File: config.mk
export PLATFORM = sky130hd
export DESIGN_NAME = rect_fill_engine
export DESIGN_NICKNAME = d
export VERILOG_FILES = /design/src/rtl/rect_fill_engine.sv
export SDC_FILE = /design/constraint.sdc
export NUM_CORES = 1
export LEC_CHECK = 0
export BUFFER_PORTS_ARGS = -buffer_cell sky130_fd_sc_hd__buf_2
export CORE_MARGIN = 5
export CORE_UTILIZATION = 25
export CTS_BUF_LIST = sky130_fd_sc_hd__clkbuf_16
export DETAILED_ROUTE_END_ITERATION = 10
export SKIP_LAST_GASP = 1
export SLEW_MARGIN = 10
export SYNTH_ARGS = -nofsm -noshare
export SYNTH_HDL_FRONTEND = slang
export SYNTH_SLANG_ARGS = --single-unit
File: constraint.sdc
create_clock -name clk_i -period 3.5 [get_ports clk_i]
set_input_delay 0.7 -clock clk_i [delete_from_list [all_inputs] [get_ports clk_i]]
set_output_delay 0.7 -clock clk_i [all_outputs]
set_load 0.05 [all_outputs]
File: src/rtl/rect_fill_engine.sv
// rtl/rect_fill_engine.sv - rectangle-fill rasterizer driving the framebuffer write port
//
// Ports:
//   clk_i, reset_i                  clock, synchronous active-high reset
//   cmd_valid_i / cmd_ready_o       command handshake (ready only in IDLE)
//   cmd_x0_i, cmd_x1_i              corner x coordinates, any order
//   cmd_y0_i, cmd_y1_i              corner y coordinates, any order
//   cmd_index_i                     palette index to write
//   abort_i                         terminate the current fill
//   busy_o                          high in SETUP or FILL
//   done_o                          one-cycle pulse after a normal completion
//   fb_wr_x_o, fb_wr_y_o            framebuffer write coordinates
//   fb_wr_index_o, fb_wr_en_o       framebuffer write data and strobe
module rect_fill_engine #(
    parameter int RESOLUTION_X   = 400,
    parameter int RESOLUTION_Y   = 300,
    parameter int PALETTE_LENGTH = 256,
    localparam int XW = $clog2(RESOLUTION_X),
    localparam int YW = $clog2(RESOLUTION_Y),
    localparam int IW = $clog2(PALETTE_LENGTH)
) (
    input  logic          clk_i,
    input  logic          reset_i,
    input  logic          cmd_valid_i,
    output logic          cmd_ready_o,
    input  logic [XW-1:0] cmd_x0_i,
    input  logic [XW-1:0] cmd_x1_i,
    input  logic [YW-1:0] cmd_y0_i,
    input  logic [YW-1:0] cmd_y1_i,
    input  logic [IW-1:0] cmd_index_i,
    input  logic          abort_i,
    output logic          busy_o,
    output logic          done_o,
    output logic [XW-1:0] fb_wr_x_o,
    output logic [YW-1:0] fb_wr_y_o,
    output logic [IW-1:0] fb_wr_index_o,
    output logic          fb_wr_en_o
);

    typedef enum logic [1:0] {
        IDLE,
        SETUP,
        FILL
    } state_t;

    localparam logic [XW-1:0] X_LAST = XW'(RESOLUTION_X - 1);
    localparam logic [YW-1:0] Y_LAST = YW'(RESOLUTION_Y - 1);

    state_t state_q, state_d;

    // Captured command fields
    logic [XW-1:0] x0_q, x1_q;
    logic [YW-1:0] y0_q, y1_q;
    logic [IW-1:0] index_q;

    // Normalized bounds used while filling
    logic [XW-1:0] xmin_q, xmax_q;
    logic [YW-1:0] ymin_q, ymax_q;

    // Clamped and normalized bounds computed during SETUP
    logic [XW-1:0] x0_c, x1_c, xmin_c, xmax_c;
    logic [YW-1:0] y0_c, y1_c, ymin_c, ymax_c;

    // Next values of the registered outputs
    logic [XW-1:0] wr_x_d;
    logic [YW-1:0] wr_y_d;
    logic [IW-1:0] wr_index_d;
    logic          wr_en_d;
    logic          done_d;
    logic          load_cmd;
    logic          load_bounds;

    // Clamping compares against RESOLUTION-1 so power-of-two sizes do not
    // truncate the bound to zero.
    always_comb begin
        x0_c   = (x0_q > X_LAST) ? X_LAST : x0_q;
        x1_c   = (x1_q > X_LAST) ? X_LAST : x1_q;
        y0_c   = (y0_q > Y_LAST) ? Y_LAST : y0_q;
        y1_c   = (y1_q > Y_LAST) ? Y_LAST : y1_q;
        xmin_c = (x0_c < x1_c) ? x0_c : x1_c;
        xmax_c = (x0_c < x1_c) ? x1_c : x0_c;
        ymin_c = (y0_c < y1_c) ? y0_c : y1_c;
        ymax_c = (y0_c < y1_c) ? y1_c : y0_c;
    end

    // The write-coordinate outputs double as the raster cursor, so they hold
    // their last value naturally whenever no write is issued.
    always_comb begin
        state_d     = state_q;
        wr_x_d      = fb_wr_x_o;
        wr_y_d      = fb_wr_y_o;
        wr_index_d  = fb_wr_index_o;
        wr_en_d     = 1'b0;
        done_d      = 1'b0;
        load_cmd    = 1'b0;
        load_bounds = 1'b0;

        case (state_q)
            IDLE: begin
                if (cmd_valid_i && cmd_ready_o) begin
                    state_d  = SETUP;
                    load_cmd = 1'b1;
                end
            end
            SETUP: begin
                if (abort_i) begin
                    state_d = IDLE;
                end else begin
                    state_d     = FILL;
                    load_bounds = 1'b1;
                    wr_x_d      = xmin_c;
                    wr_y_d      = ymin_c;
                    wr_index_d  = index_q;
                    wr_en_d     = 1'b1;
                end
            end
            FILL: begin
                if (abort_i) begin
                    state_d = IDLE;
                end else if ((fb_wr_x_o == xmax_q) && (fb_wr_y_o == ymax_q)) begin
                    state_d = IDLE;
                    done_d  = 1'b1;
                end else if (fb_wr_x_o == xmax_q) begin
                    wr_x_d  = xmin_q;
                    wr_y_d  = fb_wr_y_o + YW'(1);
                    wr_en_d = 1'b1;
                end else begin
                    wr_x_d  = fb_wr_x_o + XW'(1);
                    wr_en_d = 1'b1;
                end
            end
            default: begin
                state_d = IDLE;
            end
        endcase
    end

    always_ff @(posedge clk_i) begin
        if (reset_i) begin
            state_q <= IDLE;
        end else begin
            state_q <= state_d;
        end
    end

    always_ff @(posedge clk_i) begin
        if (reset_i) begin
            cmd_ready_o   <= 1'b1;
            busy_o        <= 1'b0;
            done_o        <= 1'b0;
            fb_wr_en_o    <= 1'b0;
            fb_wr_x_o     <= '0;
            fb_wr_y_o     <= '0;
            fb_wr_index_o <= '0;
        end else begin
            cmd_ready_o   <= (state_d == IDLE);
            busy_o        <= (state_d != IDLE);
            done_o        <= done_d;
            fb_wr_en_o    <= wr_en_d;
            fb_wr_x_o     <= wr_x_d;
            fb_wr_y_o     <= wr_y_d;
            fb_wr_index_o <= wr_index_d;
        end
    end

    // Command and bound registers carry no meaning outside a fill and need no reset
    always_ff @(posedge clk_i) begin
        if (load_cmd) begin
            x0_q    <= cmd_x0_i;
            x1_q    <= cmd_x1_i;
            y0_q    <= cmd_y0_i;
            y1_q    <= cmd_y1_i;
            index_q <= cmd_index_i;
        end
        if (load_bounds) begin
            xmin_q <= xmin_c;
            xmax_q <= xmax_c;
            ymin_q <= ymin_c;
            ymax_q <= ymax_c;
        end
    end

endmodule

After elaboration in Yosys (flattened, before gate mapping)
Index checks and enable logic that the tools add are counted.
{ "word_totals": {"out_inout_bits": 30, "word_cells": 75, "input_bits": 48, "register_bits": 103} }
{ "op_classes": {"n_eq_ne": 8, "mux": 31, "magnitude_cmp": 6, "n_addsub": 2, "reduce_logical": 10, "n_bitwise": 2} }
{ "ops": {"columns": ["operator", "n"], "rows": [
  ["$mux 9", 16],
  ["$gt 9x9->1 const B", 4],
  ["$pmux 9 s2", 2],
  ["$add 9x1->9 const B", 2],
  ["$eq 9x9->1", 2],
  ["$lt 9x9->1", 2],
  ["$mux 2", 4],
  ["$ne 2x2->1 const B", 4],
  ["$mux 1", 7],
  ["$pmux 2 s3", 1],
  ["$reduce_and 5->1", 1],
  ["$logic_not 2->1", 2],
  ["$reduce_and 4->1", 1],
  ["$reduce_bool 2->1", 2],
  ["$reduce_or 3->1", 1],
  ["$eq 2x1->1 const B", 1],
  ["$eq 2x2->1 const B", 1],
  ["$logic_and 1x1->1", 2],
  ["$not 1->1", 2],
  ["$pmux 1 s2", 1],
  ["$reduce_and 2->1", 1]
]} }

Longest topological paths before layout
{ "depth": {"depth_word": 6, "mapped_depth": 14, "mapped_depth_nobuf": 13} }

Worst setup path before layout
Ideal clock, no wire load.
{ "synth_path": {"path_kind": "flip-flop to flip-flop", "from": "register y0_q[7]", "to": "register ymax_q[4], data pin", "arrival_time_ns": 2.643, "stages_incl_launch_ff": 13, "t_required_ns": 3.231, "n_path_buf": 2, "path_slack_ns": 0.588, "synth_period_minus_slack_ns": 2.912, "setup_time_ns": 0.269, "path_cell_list": "edfxtp_1 -> or2_1 -> o21ai_0 -> nand2_1 -> inv_1 -> ha_1 -> a21oi_1 -> o21ai_0 -> a221oi_1 -> nand2_1 -> buf_2 -> buf_2 -> mux2i_1"} }
{ "synth_between": {"elab_chain_len": 4} }
{ "synth_rtl": {"columns": ["item", "line", "text"], "rows": [
  ["start: declaration", "53", "logic [YW-1:0] y0_q, y1_q;"],
  ["start signal: assignment", "171", "y0_q <= cmd_y0_i;"],
  ["$gt 9x9->1", "78", "y0_c = (y0_q > Y_LAST) ? Y_LAST : y0_q;"],
  ["$mux 9 *", "78", null],
  ["$lt 9x9->1", "83", "ymax_c = (y0_c < y1_c) ? y1_c : y0_c;"],
  ["$mux 9 *", "83", null],
  ["via ymax_c[4]", "62", "logic [YW-1:0] y0_c, y1_c, ymin_c, ymax_c;"],
  ["end signal: assignment", "179", "ymax_q <= ymax_c;"],
  ["end: declaration", "58", "logic [YW-1:0] ymin_q, ymax_q;"]
]} }
Mark *: on every way through the listed nets, which the timed path passes. The rest lies on a longest branch.
A chain may end at the register's enable or synchronous reset.

Worst setup path after layout
{ "layout_path": {"from": "register y1_q[7]", "to": "register fb_wr_y_o[1]"} }
{ "layout_between": {"elab_chain_len": 6} }
{ "layout_rtl": {"columns": ["item", "line", "text"], "rows": [
  ["start: declaration", "53", null],
  ["start signal: assignment", "172", "y1_q <= cmd_y1_i;"],
  ["$gt 9x9->1", "79", "y1_c = (y1_q > Y_LAST) ? Y_LAST : y1_q;"],
  ["$mux 9 *", "79", null],
  ["$lt 9x9->1", "82", "ymin_c = (y0_c < y1_c) ? y0_c : y1_c;"],
  ["$mux 9 *", "82", null],
  ["$mux 9 *", "106", "if (abort_i) begin"],
  ["$pmux 9 s2 *", "98", "case (state_q)"],
  ["end signal: assignment", "161", "fb_wr_y_o <= wr_y_d;"],
  ["end: declaration", "35", "output logic [YW-1:0] fb_wr_y_o,"]
]} }
Mark *: on every way between the ends. The rest lies on a longest branch, timed or not. The select of a mux whose other input is x is not followed.

==> out/summary.md <==
After synthesis, the cell types taking the most area are sky130_fd_sc_hd__edfxtp_1, sky130_fd_sc_hd__dfxtp_1, sky130_fd_sc_hd__ha_1. Of the total power, combinational logic draws 29.1%. Summing all multi-input logic gate instances after layout gives 2180 um^2.

Across the whole layout, storage elements account for 2770 um^2. The synthesized netlist contains 54 unique library cells. The global routing usage summed across all routing layers came out at 10.4%. The run gives 476 as the gate count of the mapped netlist.

The number of buffers on the longest clock path is 2, and the final setup violation count is 0. After routing, the total negative slack on setup checks comes to 0 ns. VDD sags by at most 245 uV. The die covers 23,500 um^2. For the net load switching power, the log shows 1270 uW. In this run, post-CTS hold repair placed 0 buffers. The first global-routing pass estimated 19,600 um of wire. Total power for the finished layout comes to 3760 uW. The worst-path maximum fanout came out at 15.

Internal power comes to 2490 uW. The mapped netlist covers 5140 um^2. The remaining global-route overflow is 0. The most critical setup path has its startpoint at y1_q[7]$_DFFE_PP_.

The run gives 9 as the number of buffers added by the clock tree synthesis step. The logs give 0.00245 uW for the static leakage and 43.9% for the sequential cell fraction of total power. The area growth from synthesis to final layout is 20.0%, and the power per cell area is 610 nW/um^2. Net switching is 33.8% of the power.

The first detailed-routing pass ran for 6 iterations. The tool flagged a number of max-cap violations equal to 0. At the later pin of the worst-skew pair, clock insertion delay measures 0.35 ns. Data on the critical path arrives at its endpoint at 3.23 ns. The starting density of the core is 25.4%. The number of input and output port buffers inserted works out to 77. The beginning of the worst hold path is fb_wr_index_o[0]$_SDFFE_PP0P_. The core footprint came out at 20,200 um^2. The initial antenna violation count was 0; the post-placement cell count was 814.

Number of warnings printed during yosys synthesis: 0. Pin placement for this block handled 78 I/O pins. Headroom to the max-slew limit came out at 25.5%.

The largest area contributor in the synthesized netlist is sky130_fd_sc_hd__edfxtp_1. In this run, synthesis inferred 71 flip-flops with an integrated enable. Worst clock skew: 0.0146 ns.

The critical path capture point type was a flop. The run gives 0 as the total DRC errors in the routed layout. The tools report the origin of the critical flop-to-flop path as y1_q[7]$_DFFE_PP_. The post-route antenna net violation count is 0.

The final-report hold violation count was 0; the time the worst path needs with I/O delays and setup was 2.98 ns. The number of max-slew violations in the final report is 0. CTS saw 103 sinks. In the routed layout, each cell is associated on average with a via count of 4.47.

After legalization and detailed placement, the total HPWL measured 9020 um. The clock network accounts for 27.0% of the total power. Summed over all layers, the routed wires come to 12,100 um.

The number of cells in the finished layout apart from fillers is 832, and the async set-or-reset flop fraction in the synthesized netlist is 0%. Derived from the worst setup path, the maximum achievable clock frequency is 336 MHz. The maximum level of the CTS H-tree was 3; the pre-CTS setup slack was 0.289 ns.

The share of cells above drive strength 1 was 21.7%. The final weighted congestion in routability-driven placement was 0.810. The tools report the post-synthesis net count as 546. The launching element type of the critical path was a flop.

Setup repair after global routing left no endpoint under its margin. The leading register cell type out of synthesis was sky130_fd_sc_hd__edfxtp_1. The clock tree root buffer cell was sky130_fd_sc_hd__clkbuf_16.

The repair_antennas step left the layout with diodes totalling 0. The worst hold path belongs to the class reg2reg. The synthesized design contains 103 register bits. The number of inserted filler cells in the final layout was 2,091. At the worst endpoint, the required time is 3.76 ns.

The worst setup slack after layout came out at 0.524 ns. The number of nets in the layout is 627, and the post-detailed-route wirelength per cell is 14.6 um. The share of the Yosys chip area taken by registers is 54.0%. Entering global routing, the biggest net connects 45 pins. The die is 153 um tall.

Via count: 3,721. At the pin with the least slew margin, the transition time is 1.12 ns. The die extent in x was 153 um. For this block, the initial DRC count from the detailed router was 144. The period utilization is 85.0%. The number of rows created at floorplan is 52. The average instance area after synthesis was 10.8 um^2. The tools report the number of global-route vias before repair as 3,571.

The clock-pin transition on the worst setup and hold timing paths came out at 0.07 ns. Classification of the worst setup path: reg2reg. The top cell type's share of synthesized area was 41.5%. The run finished with clean final reports. TritonCTS built the clock tree.
[layer usage]
metal	share of wire, %	vias to the layer above	track usage [%]	wire (um)
li1	-	1888	-	-
met1	51	1725	14.7	6140
met2	44	92	15.9	5270
met3	4.3	16	2.71	520
met4	1.5	0	2.61	180
met5	0	-	0	0
[per-stage QoR]
stage | util (%) | area (um^2) | hold WS [ns]
2_1_floorplan | - | 5140 | 0.471
3_3_place_gp | 28.9 | 5850 | 0.440
3_5_place_dp | 28.9 | 5850 | 0.446
4_1_cts | 30.4 | 6150 | 0.456
5_1_grt | 30.5 | 6160 | 0.474
6_report | 30.5 | 6160 | 0.452
[what timing repair did]
action                                  in CTS  in global routing
buffers inserted                             0                  2
hold endpoints to repair                     0                  0
gates resized for setup                      0                  0
endpoints found under the setup margin       0                  3
[layout by cell type, fill, tap and decap left out, types with 3 or more instances in the layout]
cell | synthesis | layout
sky130_fd_sc_hd__buf_2 | 6 | 77
sky130_fd_sc_hd__edfxtp_1 | 71 | 71
sky130_fd_sc_hd__nand2_1 | 58 | 58
sky130_fd_sc_hd__nor2_1 | 36 | 36
sky130_fd_sc_hd__dfxtp_1 | 32 | 32
sky130_fd_sc_hd__a21oi_1 | 29 | 29
sky130_fd_sc_hd__inv_1 | 23 | 25
sky130_fd_sc_hd__ha_1 | 22 | 22
sky130_fd_sc_hd__mux2i_1 | 20 | 20
sky130_fd_sc_hd__o21ai_0 | 19 | 19
sky130_fd_sc_hd__xnor2_1 | 15 | 15
sky130_fd_sc_hd__nand3_1 | 13 | 13
sky130_fd_sc_hd__buf_4 | 0 | 13
sky130_fd_sc_hd__nor3_1 | 9 | 9
sky130_fd_sc_hd__xor2_1 | 9 | 9
sky130_fd_sc_hd__clkbuf_16 | 0 | 9
sky130_fd_sc_hd__a211oi_1 | 8 | 8
sky130_fd_sc_hd__nand2b_1 | 8 | 8
sky130_fd_sc_hd__a31oi_1 | 7 | 7
sky130_fd_sc_hd__o211ai_1 | 6 | 6
sky130_fd_sc_hd__o21ai_1 | 5 | 5
sky130_fd_sc_hd__mux2_2 | 5 | 5
sky130_fd_sc_hd__nand4_1 | 5 | 5
sky130_fd_sc_hd__and2_1 | 4 | 4
sky130_fd_sc_hd__a221oi_1 | 4 | 4
sky130_fd_sc_hd__or3_1 | 4 | 4
sky130_fd_sc_hd__a21o_1 | 3 | 3
sky130_fd_sc_hd__nor2b_1 | 3 | 3
sky130_fd_sc_hd__or2_2 | 3 | 3
sky130_fd_sc_hd__a311oi_1 | 3 | 3
[worst paths after layout]
kind,slack (ns),cells after the start,endpoint
setup / recovery,0.52,13,fb_wr_y_o[1]$_SDFFE_PP0P_
hold / removal,0.45,2,fb_wr_index_o[0]$_SDFFE_PP0P_
setup reg to reg,0.52,13,fb_wr_y_o[1]$_SDFFE_PP0P_
hold reg to reg,0.45,2,fb_wr_index_o[0]$_SDFFE_PP0P_
[power groups by stage]
stage | Clock [uW] | Sequential, uW | Combinational, uW
finish | 1020 | 1650 | 1090
global route | 1100 | 1680 | 1220
CTS | 1060 | 1650 | 1090
detailed placement | 0 | 1680 | 1080
global placement | 0 | 1680 | 1070
floorplan | 0 | 1780 | 671
[logic make-up after synthesis]
group                      Yosys count  share of synthesized area, %
DFF                                103                          54.0
AOI/OAI and AO/OA                   98                          12.4
and+or+nand+nor                    160                          15.3
xor gates and xnor gates            25                          4.41
adders and majority gates           22                          5.36
muxes                               25                          4.99
buffers and inverters               43                          3.58
[synth_stat cells (all sizes together), types with 7 or more instances]
| cell type | n |
|---|---|
| nand3 | 13 |
| xnor2 | 16 |
| clkbuf | 12 |
| a31oi | 7 |
| a211oi | 10 |
| ha | 22 |
| nor3 | 9 |
| a21oi | 29 |
| edfxtp | 71 |
| dfxtp | 32 |
| inv | 23 |
| nand2 | 59 |
| mux2i | 20 |
| buf | 8 |
| nand2b | 8 |
| o21ai | 24 |
| nor2 | 38 |
| xor2 | 9 |
[layout make-up]
class	instances	area share, %
clock buffers	9	3.65
clock inverters	7	1.24
multi-input cells	330	35.4
repair buffers	90	7.84
inverters	23	1.40
flip-flops and latches	103	45.0
well taps	270	5.48
[worst max-delay path, stage by stage (launching register included)]
cell                       delay (ns)
sky130_fd_sc_hd__edfxtp_1        0.38
sky130_fd_sc_hd__or2_1           0.30
sky130_fd_sc_hd__a21oi_1         0.18
sky130_fd_sc_hd__nor2_1          0.09
sky130_fd_sc_hd__nor2_1          0.21
sky130_fd_sc_hd__ha_1            0.27
sky130_fd_sc_hd__nand2_1         0.07
sky130_fd_sc_hd__o21ai_0         0.09
sky130_fd_sc_hd__a221oi_1        0.30
sky130_fd_sc_hd__buf_4           0.18
sky130_fd_sc_hd__nand2_1         0.06
sky130_fd_sc_hd__buf_4           0.20
sky130_fd_sc_hd__a211o_1         0.32
sky130_fd_sc_hd__a221oi_1        0.22
[flip-flops by register name, indices dropped and copies added, names as in the netlist]
name / count
fb_wr_x_o: 9
fb_wr_y_o: 9
x0_q: 9
x1_q: 9
xmax_q: 9
xmin_q: 9
y0_q: 9
y1_q: 9
ymax_q: 9
fb_wr_index_o: 8
index_q: 8
state_q: 2
busy_o: 1
cmd_ready_o: 1
done_o: 1
fb_wr_en_o: 1
Power figures use the tool's default switching activity.
